[src/rtl/mem_arbiter.sv]
// Two-port-to-one memory arbiter: fetch and load/store share one memmodel port.
// Data wins by default; a starvation counter forces fetch through after MAX_WAIT denials.
module mem_arbiter #(
  parameter int MEMSIZE  = 256*1024,
  parameter int MAX_WAIT = 4
) (
  input  logic        clk,
  input  logic        resetb,
  input  logic        i_req,
  input  logic [31:0] i_addr,
  output logic        i_gnt,
  output logic        i_rvalid,
  output logic [31:0] i_rdata,
  input  logic        d_req,
  input  logic        d_we,
  input  logic [31:0] d_addr,
  input  logic [31:0] d_wdata,
  input  logic [3:0]  d_wstrb,
  output logic        d_gnt,
  output logic        d_rvalid,
  output logic [31:0] d_rdata,
  output logic        m_rready,
  output logic        m_wready,
  output logic [29:0] m_raddr,
  output logic [29:0] m_waddr,
  output logic [31:0] m_wdata,
  output logic [3:0]  m_wstrb,
  input  logic [31:0] m_rdata,
  output logic        err,
  output logic [31:0] err_addr
);

  // rtag     | meaning
  // T_NONE   | no read response due this cycle
  // T_IF     | fetch read in flight, return m_rdata on i_rdata
  // T_DATA   | data read in flight, return m_rdata on d_rdata
  // T_IF_Z   | out-of-range fetch read, return zero
  // T_DATA_Z | out-of-range data read, return zero
  localparam int AW = $clog2(MEMSIZE);
  localparam int WW = $clog2(MAX_WAIT + 1);

  typedef enum logic [2:0] {T_NONE, T_IF, T_DATA, T_IF_Z, T_DATA_Z} rtag_t;

  rtag_t         rtag;
  logic [WW-1:0] wait_cnt;
  logic          starve;
  logic [31:0]   g_addr;
  logic          oor;
  logic [31:0]   i_rdata_q;
  logic [31:0]   d_rdata_q;
  logic          unused_addr_bits;

  assign starve = (wait_cnt == WW'(MAX_WAIT));
  assign i_gnt  = resetb & i_req & (starve | ~d_req);
  assign d_gnt  = resetb & d_req & ~(starve & i_req);
  assign g_addr = i_gnt ? i_addr : d_addr;
  assign oor    = |g_addr[31:AW];
  assign unused_addr_bits = ^g_addr[AW-1:0];

  always_comb begin
    m_rready = 1'b0;
    m_wready = 1'b0;
    m_raddr  = '0;
    m_waddr  = '0;
    m_wdata  = '0;
    m_wstrb  = '0;
    if (i_gnt && !oor) begin
      m_rready = 1'b1;
      m_raddr  = i_addr[31:2];
    end else if (d_gnt && !oor) begin
      if (d_we) begin
        m_wready = 1'b1;
        m_waddr  = d_addr[31:2];
        m_wdata  = d_wdata;
        m_wstrb  = d_wstrb;
      end else begin
        m_rready = 1'b1;
        m_raddr  = d_addr[31:2];
      end
    end
  end

  always_ff @(posedge clk or negedge resetb) begin
    if (!resetb) begin
      rtag     <= T_NONE;
      wait_cnt <= '0;
      err      <= 1'b0;
      err_addr <= '0;
    end else begin
      if (i_gnt)
        rtag <= oor ? T_IF_Z : T_IF;
      else if (d_gnt && !d_we)
        rtag <= oor ? T_DATA_Z : T_DATA;
      else
        rtag <= T_NONE;

      if (!i_req || i_gnt)
        wait_cnt <= '0;
      else if (!starve)
        wait_cnt <= wait_cnt + WW'(1);

      err <= (i_gnt | d_gnt) & oor;
      if ((i_gnt | d_gnt) && oor)
        err_addr <= g_addr;
    end
  end

  // Non-selected port keeps showing its last returned word.
  always_ff @(posedge clk or negedge resetb) begin
    if (!resetb) begin
      i_rdata_q <= '0;
      d_rdata_q <= '0;
    end else begin
      i_rdata_q <= i_rdata;
      d_rdata_q <= d_rdata;
    end
  end

  assign i_rvalid = (rtag == T_IF)   || (rtag == T_IF_Z);
  assign d_rvalid = (rtag == T_DATA) || (rtag == T_DATA_Z);

  always_comb begin
    i_rdata = i_rdata_q;
    d_rdata = d_rdata_q;
    case (rtag)
      T_IF:     i_rdata = m_rdata;
      T_IF_Z:   i_rdata = '0;
      T_DATA:   d_rdata = m_rdata;
      T_DATA_Z: d_rdata = '0;
      default: ;
    endcase
  end

endmodule

[config.mk]
export PLATFORM = sky130hd
export DESIGN_NAME = mem_arbiter
export DESIGN_NICKNAME = d
export VERILOG_FILES = /design/src/rtl/mem_arbiter.sv
export SDC_FILE = /design/constraint.sdc
export NUM_CORES = 1
export LEC_CHECK = 0
export CORE_MARGIN = 2
export CORE_UTILIZATION = 34
export DETAILED_ROUTE_END_ITERATION = 8
export GPL_ROUTABILITY_DRIVEN = 0
export PLACE_DENSITY = 0.78
export SKIP_LAST_GASP = 1
export SYNTH_ARGS = -nofsm -noshare
export SYNTH_HDL_FRONTEND = slang
export SYNTH_SLANG_ARGS = --single-unit
[constraint.sdc]
create_clock -name clk -period 2.4 [get_ports clk]
set_clock_uncertainty 0.2 [all_clocks]
set_input_delay 0.6 -clock clk [delete_from_list [all_inputs] [get_ports clk]]
set_output_delay 0.6 -clock clk [all_outputs]
set_load 0.01 [all_outputs]
==> metrics <==
Synth Instances=506; Avg Cell Area, Syn=10.6 µm²; Ys Warns=0; Worst-path clk slew=0.07 ns; Layout Utilization=79.1%; reg2reg end=err_addr[28]; DR DRC count=0; power per cell area=513 nW/µm²; CP startpoint=wait_cnt[1]; post-synth cell types=34; core area=15,300 µm²; Post-synth EDFFs=0; Clock Tree Buf Depth=2; setup TNS=-56.16 ns; worst r2r src=wait_cnt[1]; via count=6,533; fraction of layout cells with a size suffix above 1=54.2%; Total Wirelength=28,400 µm; status=finished with violations; # diodes=0; Vias/cell=5.33; placed cell area=9920 µm²; initial antenna violation count=0; Hold Buf Count CTS=0; most frequent cell after synthesis=dfrtp_1; CTS tree=yes; WS Path Type=register to output port; hpwl dp=15,900 µm; Hold Fails Final Rpt=0; flop2flop setup slack=0.05 ns; fmax=0.323 GHz; GRT Util Overall=28.5%; cells on worst reg2reg path=9; Post-Syn Area=5350 µm²; Row Count=45; # setup viols final=133; headroom to the max-slew limit=43.7%; WHS=0.107 ns; CP arrival=2.30 ns; CTS root buf=clkbuf_16; die footprint=16,800 µm²; Crit path required time=1.60 ns; Layout Nets=1,148; measured slew at the worst slew-check pin=0.845 ns; post-synth top area share=48.2%; global-route wire length before repair=36,100 µm; total gr overflow=0; synthesized flop and latch total=103; post-layout power=0.00622 W; multi-input logic area=3650 µm²; Final WS setup=-0.698 ns; Routed Antenna Nets=0; Seq. cell area=2580 µm²; area leader, netlist=dfrtp_1; total clock sinks=103; synth cell count leaders=dfrtp_1 (103), nor3b_1 (53), nand2_1 (38); Top FF cell, synth=dfrtp_1; CP cell instances=inv_2, ha_4, a21boi_4, buf_6, nor3_4, a22oi_4, buf_12, buf_6, buf_16, nor3b_2, buf_2; CP max stage cell=dfrtp_1; Filler cells=830; initial core utilization=35.0%; vias in the first global route=6,348; ys async rst share=100%; failing checks=negative setup slack; Final Cycle Share=129%; crit-path most repeated cell=buf_6; Die Height=129 µm; Tmin final=3.10 ns; IO Pins=336; Clock Latency Late Sink=0.36 ns; synthesis-to-layout area growth=126%; routed len/inst=23.2 µm; post-synthesis sequential area ratio=48.2%; crit end category=output port; Startpoint Class=register; Die X=129 µm; Max-cap violations=0; Hold Path Class=primary input to asynchronous set/reset pin; crit-path max FO=9; Num CTS Buffers=9; Pleak=5.93 nW; DRT Pass-1 Iters=5; ranking of synthesized cells by area=dfrtp_1 (48%), a2bb2oi_2 (8.1%), nor3b_1 (7.4%); DRT iter0 DRCs=372; RSZ-0062 raised after global routing=true; Final Slew Violations=0; cell area after layout=12,100 µm²; slowest stage delay, CP=0.40 ns; Port-buffer cells=307; H-Tree Depth=3; Max VDD drop=0.000391 V; largest net degree at the start of global routing=64
==> per-stage QoR <==
step,instances,worst slack [ns]
finish,1225,-0.698
CTS,1165,-0.643
detailed placement,1094,-1.34
global placement,1094,-1.23
global route,1225,-0.773
floorplan,533,-0.133
==> layer usage <==
metal / vias up / track usage [%] / wire [µm]
met1: 3247 / 32.5 / 10100
met5: - / 0 / 0
met2: 409 / 51.1 / 14600
li1: 2793 / - / -
met4: 0 / 9.55 / 1020
met3: 84 / 8.71 / 2760
==> power by group <==
group,internal [W],switching [W],leakage (nW)
registers,0.00200,0.000179,1.26
logic,0.00149,0.00110,4.53
clock network,0.000714,0.000723,0.134
total,0.00421,0.00201,5.93
==> critical path: cells and delay by family, from the launching register on <==
kind            cells  cell delay [ns]
flops               1             0.40
compound gates      2             0.18
simple gates        2             0.37
buf+inv             6             0.82
fa+ha+maj           1             0.16
==> sequential cells by signal, indices dropped and copies added (netlist names) <==
signal,count
d_rdata_q,32
err_addr,32
i_rdata_q,32
rtag,3
wait_cnt,3
err,1
==> placed cells by master (no fill, tap or decap), types with 16 or more instances in the layout <==
cell type / Yosys / routed
o21ai_4: 0 / 24
nor2_1: 22 / 16
a2bb2oi_2: 29 / 29
buf_16: 0 / 17
nor3b_4: 0 / 40
o22ai_1: 32 / 32
dlygate4sd2_1: 0 / 25
buf_4: 31 / 159
clkdlybuf4s50_1: 0 / 136
buf_12: 0 / 16
dfrtp_1: 103 / 103
buf_2: 4 / 67
nand2_4: 0 / 18
nand2b_1: 35 / 29
a22o_1: 32 / 30
conb_1: 1 / 28
buf_6: 4 / 72
==> worst max path at each step <==
stage               depth (start not counted)          end
floorplan                                   6  m_waddr[10]
global placement                           10     m_rready
detailed placement                          8  m_wdata[17]
CTS                                        11  m_wdata[18]
global route                                9  m_wdata[18]
finish                                     11  m_wdata[18]
==> layout make-up <==
cell class	count	area share, %
clock buffers	10	1.89
repair buffers	539	43.9
flip-flops and latches	103	21.3
inverters	6	0.227
multi-input cells	350	30.1
well taps	211	2.18
clock inverters	6	0.361
==> timing repair <==
item | CTS | global route
resized for setup | 586 | 241
pin swaps | 31 | 46
setup buffers | 39 | 62
setup endpoints to repair | 161 | 138
gates cloned | 19 | 4
==> logic make-up (layout without fill, tap and decap cells) <==
family | count (synthesis) | in the layout | synth area share, %
other | 1 | 28 | 0.0701
and+or+nand+nor | 166 | 166 | 18.0
muxes | 2 | 2 | 0.397
adders and majority gates | 2 | 2 | 0.467
AOI/OAI and AO/OA | 151 | 151 | 24.3
xor gates and xnor gates | 1 | 1 | 0.164
DFF | 103 | 103 | 48.2
buffers and inverters | 80 | 561 | 8.44
Note: power is estimated with default switching activity, not from simulation.
